==> src/rtl/morse_pkg.sv <==
// Shared constants, FSM state encoding and symbol classification for the Morse sequencer.
package morse_pkg;

  localparam int unsigned PatW           = 10;
  localparam int unsigned TickDivDefault = 25000000;

  typedef enum logic [1:0] {
    StIdle,
    StSym,
    StDash2
  } state_e;

  typedef enum logic [1:0] {
    SymGap,
    SymDot,
    SymDash
  } sym_e;

  // A dash needs two remaining bits; a lone trailing 1 is always a dot.
  function automatic sym_e decode_sym(input logic msb, input logic nxt,
                                      input logic [3:0] remaining);
    sym_e sym;
    if (!msb) begin
      sym = SymGap;
    end else if (nxt && (remaining >= 4'd2)) begin
      sym = SymDash;
    end else begin
      sym = SymDot;
    end
    return sym;
  endfunction

endpackage

==> src/rtl/morse_tick.sv <==
// Morse time-unit prescaler: counts 0..TICK_DIV-1 while run is high, pulses tick on the last count.
module morse_tick
  import morse_pkg::*;
#(
  parameter int unsigned TICK_DIV = TickDivDefault
) (
  input  logic clk,
  input  logic reset,
  input  logic run,
  input  logic clear,
  output logic tick
);

  localparam int unsigned CntW = (TICK_DIV > 1) ? $clog2(TICK_DIV) : 1;
  localparam logic [CntW-1:0] CntMax = CntW'(TICK_DIV - 1);

  logic [CntW-1:0] cnt_q, cnt_d;

  assign tick = run && (cnt_q == CntMax);

  always_comb begin
    cnt_d = cnt_q;
    if (clear || tick) begin
      cnt_d = '0;
    end else if (run) begin
      cnt_d = cnt_q + 1'b1;
    end
  end

  always_ff @(posedge clk or negedge reset) begin
    if (!reset) begin
      cnt_q <= '0;
    end else begin
      cnt_q <= cnt_d;
    end
  end

endmodule

==> src/rtl/morse_sequencer.sv <==
// Serialises 10-bit Morse patterns (MSB first) into dot/dash/gap units, with a one-word
// pending buffer so consecutive patterns run back to back.
module morse_sequencer
  import morse_pkg::*;
#(
  parameter int unsigned TICK_DIV = TickDivDefault,
  parameter int unsigned PAT_W    = PatW
) (
  input  logic             clk,
  input  logic             reset,
  input  logic             enable,
  input  logic             in_valid,
  input  logic [PAT_W-1:0] in_pattern,
  output logic             in_ready,
  output logic             tone,
  output logic             short,
  output logic             l,
  output logic             busy,
  output logic             done,
  output logic [3:0]       bits_left
);

  localparam logic [3:0] FullBits = 4'(PAT_W);

  state_e           state_q, state_d;
  logic [PAT_W-1:0] sh_q, sh_d, pend_q, pend_d, sh_shift, load_word;
  logic [3:0]       bits_left_q, bits_left_d, bits_shift;
  logic             pend_valid_q, pend_valid_d;
  logic             tone_q, tone_d, short_q, short_d, l_q, l_d;
  logic             tick, run, accept, advance, complete;
  logic             load_en, load_pend, load_in, load, upd;
  sym_e             cur_sym, next_sym;

  assign busy     = (state_q != StIdle);
  assign run      = busy && enable;
  assign in_ready = !pend_valid_q;
  assign accept   = in_valid && in_ready;

  morse_tick #(
    .TICK_DIV(TICK_DIV)
  ) u_tick (
    .clk  (clk),
    .reset(reset),
    .run  (run),
    .clear(load),
    .tick (tick)
  );

  assign cur_sym = decode_sym(sh_q[PAT_W-1], sh_q[PAT_W-2], bits_left_q);
  // First unit of a dash holds; the symbol is consumed after its second unit.
  assign advance = (state_q == StDash2) || ((state_q == StSym) && (cur_sym != SymDash));

  always_comb begin
    if (state_q == StDash2) begin
      sh_shift   = {sh_q[PAT_W-3:0], 2'b00};
      bits_shift = bits_left_q - 4'd2;
    end else begin
      sh_shift   = {sh_q[PAT_W-2:0], 1'b0};
      bits_shift = bits_left_q - 4'd1;
    end
  end

  assign complete  = tick && advance && (bits_shift == 4'd0);
  assign load_en   = enable && ((state_q == StIdle) || complete);
  assign load_pend = load_en && pend_valid_q;
  assign load_in   = load_en && !pend_valid_q && accept;
  assign load      = load_pend || load_in;
  assign load_word = pend_valid_q ? pend_q : in_pattern;
  assign done      = complete;

  always_comb begin
    state_d     = state_q;
    sh_d        = sh_q;
    bits_left_d = bits_left_q;
    tone_d      = tone_q;
    short_d     = short_q;
    l_d         = l_q;
    next_sym    = SymGap;
    upd         = 1'b0;
    if (load) begin
      state_d     = StSym;
      sh_d        = load_word;
      bits_left_d = FullBits;
      next_sym    = decode_sym(load_word[PAT_W-1], load_word[PAT_W-2], FullBits);
      upd         = 1'b1;
    end else if (tick && !advance) begin
      state_d = StDash2;
    end else if (tick) begin
      upd = 1'b1;
      if (complete) begin
        state_d     = StIdle;
        sh_d        = '0;
        bits_left_d = 4'd0;
      end else begin
        state_d     = StSym;
        sh_d        = sh_shift;
        bits_left_d = bits_shift;
        next_sym    = decode_sym(sh_shift[PAT_W-1], sh_shift[PAT_W-2], bits_shift);
      end
    end
    if (upd) begin
      tone_d  = (next_sym != SymGap);
      short_d = (next_sym == SymDot);
      l_d     = (next_sym == SymDash);
    end
  end

  always_comb begin
    pend_valid_d = pend_valid_q;
    pend_d       = pend_q;
    if (load_pend) begin
      pend_valid_d = 1'b0;
    end else if (accept && !load_in) begin
      pend_valid_d = 1'b1;
      pend_d       = in_pattern;
    end
  end

  always_ff @(posedge clk or negedge reset) begin
    if (!reset) begin
      state_q      <= StIdle;
      sh_q         <= '0;
      pend_q       <= '0;
      bits_left_q  <= 4'd0;
      pend_valid_q <= 1'b0;
      tone_q       <= 1'b0;
      short_q      <= 1'b0;
      l_q          <= 1'b0;
    end else begin
      state_q      <= state_d;
      sh_q         <= sh_d;
      pend_q       <= pend_d;
      bits_left_q  <= bits_left_d;
      pend_valid_q <= pend_valid_d;
      tone_q       <= tone_d;
      short_q      <= short_d;
      l_q          <= l_d;
    end
  end

  assign tone      = tone_q;
  assign short     = short_q;
  assign l         = l_q;
  assign bits_left = bits_left_q;

endmodule
==> config.mk <==
export PLATFORM = sky130hd
export DESIGN_NAME = morse_sequencer
export DESIGN_NICKNAME = d
export VERILOG_FILES = /design/src/rtl/morse_pkg.sv /design/src/rtl/morse_tick.sv /design/src/rtl/morse_sequencer.sv
export SDC_FILE = /design/constraint.sdc
export NUM_CORES = 1
export LEC_CHECK = 0
export BUFFER_PORTS_ARGS = -buffer_cell sky130_fd_sc_hd__buf_2
export CELL_PAD_IN_SITES_DETAIL_PLACEMENT = 1
export CELL_PAD_IN_SITES_GLOBAL_PLACEMENT = 2
export CORE_MARGIN = 1
export CORE_UTILIZATION = 41
export CTS_CLUSTER_DIAMETER = 80
export DETAILED_ROUTE_END_ITERATION = 10
export HOLD_SLACK_MARGIN = 0.05
export PLACE_DENSITY_LB_ADDON = 0.1
export SYNTH_ARGS = -nofsm -noshare
export SYNTH_HDL_FRONTEND = slang
export SYNTH_SLANG_ARGS = --single-unit
==> constraint.sdc <==
create_clock -name clk -period 8.29 [get_ports clk]
set_input_delay 2.0725 -clock clk [delete_from_list [all_inputs] [get_ports clk]]
set_output_delay 2.0725 -clock clk [all_outputs]
set_load 0.01 [all_outputs]
### Word level (Yosys, flattened, before mapping)

Cells that the tools add are included.

| operators by class | value |
|---|---|
| add/sub/neg operators | 3 |
| $lt $le $gt $ge | 2 |
| equal/unequal tests | 7 |
| multiplexer cells | 32 |
| bitwise operators | 1 |
| reduce and logical (&&, ||, !) cells | 31 |

Operator list:

| cell | number |
|---|---|
| 10-bit 2-to-1 mux | 6 |
| 25-bit 2-to-1 mux | 2 |
| 2-bit 2-to-1 mux | 13 |
| 25-bit by 1-bit adder with 25-bit output, second input constant | 1 |
| 25-bit == test, second input constant | 1 |
| 4-bit 2-to-1 mux | 5 |
| 1-bit logical AND | 14 |
| 2-bit nonzero test | 5 |
| 4-bit by 2-bit >= comparator with 1-bit output, second input constant | 2 |
| 1-bit 2-to-1 mux | 6 |
| 2-bit by 1-bit == test with 1-bit output, second input constant | 2 |
| 2-bit == test, second input constant | 2 |
| 4-bit zero test | 1 |
| 1-bit logical OR | 4 |
| 2-bit AND reduction | 2 |
| 4-bit by 1-bit subtractor with 4-bit output, second input constant | 1 |
| 4-bit by 2-bit subtractor with 4-bit output, second input constant | 1 |
| 1-bit zero test | 3 |
| 3-bit nonzero test | 1 |
| 2-bit zero test | 1 |
| 2-bit by 1-bit != test with 1-bit output, second input constant | 1 |
| 2-bit != test, second input constant | 1 |
| 1-bit NOT | 1 |

| word-level totals | value |
|---|---|
| register bits after elaboration | 55 |
| bits of input ports | 14 |
| output and inout port bits | 10 |
| logic and storage cells | 85 |

### Longest topological paths before layout

| depth | value |
|---|---|
| depth after elaboration | 17 |
| mapped depth | 10 |
| mapped depth without buffers | 8 |

### Hierarchy

A second synthesis with hierarchy kept.

| second synthesis, totals | value |
|---|---|
| cell total of the unflattened synthesis | 295 |
| area, all modules | 3,080.5 um^2 |

By module, submodules not included:

| module | instances | cells each | area each (um^2) | sequential area each (um^2) |
|---|---|---|---|---|
| morse_sequencer | 1 | 158 | 1,778.0 | 750.7 |
| morse_tick | 1 | 137 | 1,302.5 | 625.6 |

### Worst setup path before layout

OpenSTA, ideal clock, no wires.

| timing path | value |
|---|---|
| path kind | input-to-output |
| start | input enable |
| end | output done |
| arrival | 3,625 ps |
| required time | 6,218 ps |
| path slack | 2,592 ps |
| cell stages on the path | 6 |
| path buffers | 2 |
| cells stage by stage | buf_2 o211a_1 nand4_1 or4_1 buf_2 nor4_4 |

| on the way | value |
|---|---|
| longest elaborated chain between the ends | 4 |

RTL lines:

| item | RTL line | text |
|---|---|---|
| from (decl) | morse_sequencer.sv:11 | `input logic enable,` |
| 1-bit logical AND | morse_sequencer.sv:35 | `assign run = busy && enable;` |
| 1-bit logical AND | morse_tick.sv:19 | `assign tick = run && (cnt_q == CntMax);` |
| 1-bit logical AND (2 in series) | morse_sequencer.sv:63 | `assign complete = tick && advance && (bits_shift == 4'd0);` |
| to (decl) | morse_sequencer.sv:19 | `output logic done,` |

No other way between the ends.

### Final worst setup path

Same ends and word-level chain as after synthesis.

==> results.toml <==
[outcome]
status = "complete, no violations"

[detailed_routing]
drc_errors = 0
drt-met1-wl_um = 3740
num_vias = 2301
post_drt_via_cell_ratio = 5.50
highest_layer = "met4"
dr.pass1.iters = 4
wirelength_um = 7100
final_antenna_net_count = 0
drt-wirelength-per-cell_um = 17.0
wl_met3_um = 162
drt_iter0_drc = 123
wl_met2_um = 3110

[synth]
yosysMostFrequentCell = "dfrtp_1"
yosys_warnings = 0
async_reset_ff_share_pct = 100
ys_seq_area_share_pct = 46.4
synth_edf_count = 0
synthCells = 299
yosys_most_used_dff = "dfrtp_1"
yosysUniqueCellTypes = 46
synth_top_area_share_pct = 46.4
syn-cell-area_sq_um = 2970
ys_ff_latch = 55
synth_nets = 318
synthTopCellsByArea = "dfrtp_1, xor2_1, mux2i_1"
yosys-top-cells-count = "dfrtp_1, nor2_1, nand2_1, xor2_1, nand3_1"
synth_top_cell_by_area = "dfrtp_1"
syn_area_per_cell_sq_um = 9.92

[cells_and_area]
fin_util_pct = 47.7
syn_to_final_growth_pct = 11.1
antenna_cells = 0
final_cell_area_sq_um = 3300
fillers = 821
finalNetCount = 340
layout-drive-gt1-share_pct = 15.8

[sta]
hold_slack_ns = 0.511
drv_slew = 0
rsz0062_at_grt = "false"
max_freq_ghz = 0.159
worstMarginPinSlew_ns = 1.16
finalHoldViolCount = 0
slew-limit-headroom_pct = 22.1
period_share_pct = 75.9
setup_viol = 0
final.setup.tns_ns = 0
skew_ns = 0.00332
min_period_ns = 6.29

[global_route]
grt_max_degree = 56
grt_usage_pct = 20.7
grt_pass1_vias = 2277
overflow = 0
antenna_found_initial = 0
grt_first_pass_wirelength_um = 11900

[setup_path]
critPathMaxFanout = 16
cp.arrival_ns = 4.22
path_class = "primary input to output port"
cp_data_required_time_ns = 6.22
end_kind = "output port"
cp-startpoint = "enable"
cp-start-kind = "primary input"
slowest_stage = "or4_1"
path_common_cell = "buf_2"
critical-path-max-stage-delay_ns = 0.80
crit_chain = "buf_2 -> o211a_1 -> nand4_1 -> or4_1 -> nor4_4 -> buf_2"
rr_startpoint = "bits_left[0]"

[pwr]
powerDensity_nw_per_um2 = 242
p_leak_nw = 1.49
ir_worst_vdd_v = 0.000114

[place]
hpwlAfterDp_um = 5100
placed_area_sq_um = 3180
gp_congestion = 0.716
portBuffers = 23

[hold_path]
hold_path_class = "flop to flop"
min-delay-start = "pend_q[7]"

[clock_tree]
cts_resized = 0
cts_tree = "built"
clk_latency_ns = 0.31
root_buffer = "clkbuf_8"
htree_levels = 2
clock_sinks = 55
path_clk_slew_ns = 0.10
cts_made_buffers = 5
cts_setup_buffers = 0
cts_hold_buf = 0
clockBufferDepth = 2

[floorplan]
initial_core_util_pct = 43.0
io_pins = 24
dieWidth_um = 87.1
die_area_sq_um = 7580
rows = 30
core_sq_um = 6910
die_h_um = 87.1

[run]
drv_cap = 0
-- layer usage --
| layer | vias up | track usage (%) |
|---|---|---|
| met5 | - | 0 |
| met4 | 0 | 6.36 |
| met3 | 8 | 3.22 |
| met2 | 25 | 29.6 |
| met1 | 1151 | 31.8 |
| li1 | 1117 | - |
-- per-stage QoR --
stage,worst slack (ns),power [mW],cells
after floorplan,2.59,0.544,299
after global placement,2.03,0.610,410
after detailed placement,1.96,0.619,410
after CTS,1.95,0.808,418
after global routing,1.84,0.849,418
final,2.00,0.799,418
-- path summary, 6_finish.rpt --
| kind | to | slack [ns] | cells past startpoint |
|---|---|---|---|
| max in group asynchronous | pend_q[5] | 5.93 | 2 |
| hold reg to reg | pend_q[7] | 0.51 | 1 |
| setup / recovery | done | 2.00 | 6 |
| min in group asynchronous | u_tick.cnt_q[17] | 1.88 | 2 |
| hold / removal | pend_q[7] | 0.51 | 1 |
| setup reg to reg | pend_q[4] | 5.07 | 8 |
-- worst max-delay path, delay by kind of cell --
family	cells	cell delay, ns
and+or+nand+nor	3	1.50
AOI/OAI and AO/OA	1	0.26
buffers and inverters	2	0.38
-- placed cells by master (no fill, tap or decap), types with 2 or more instances in the layout --
cell	count
nor2_1	39
o31ai_1	3
o21ai_0	10
nor4_1	4
nand2_1	24
nand2b_1	4
clkbuf_8	6
xor2_1	18
buf_4	3
and2_1	3
nor3_1	2
xnor2_1	8
o22ai_1	6
ha_1	5
nand3_1	16
mux2_2	13
mux2i_1	15
dfrtp_1	55
or3_1	4
a2bb2oi_1	6
a21oi_1	8
a31oi_1	2
o21a_1	2
a21o_1	2
nand4_1	10
and3_1	2
inv_1	6
buf_2	23
and4_1	4
-- cells by family after synthesis --
logic type      share of synthesized area, %
compound gates                          11.1
xor+xnor                                7.68
fa+ha+maj                               2.11
buf+inv                                 2.28
flops                                   46.4
mux                                     10.0
simple gates                            20.5
-- report_power, final --
part / internal, mW / switching, mW / total, mW / leakage (nW)
registers: 0.338 / 0.0583 / 0.396 / 0.701
clock network: 0.0979 / 0.0887 / 0.187 / 0.0612
logic: 0.108 / 0.109 / 0.216 / 0.727
total: 0.543 / 0.256 / 0.799 / 1.49
-- layout make-up --
type                    instances  area [sq um]  area share (%)
repair buffers                 26           138            4.17
well taps                      96           120            3.64
flip-flops and latches         55          1380            41.7
clock inverters                 2          35.0            1.06
inverters                       6          22.5           0.683
clock buffers                   6          82.6            2.50
multi-input cells             227          1520            46.2
-- state kept, by name, summed over array words and instances (netlist names) --
register	flops
u_tick.cnt_q	25
pend_q	10
sh_q	10
bits_left	4
state_q	2
l	1
pend_valid_q	1
short	1
tone	1
Power figures use the tool's default switching activity.
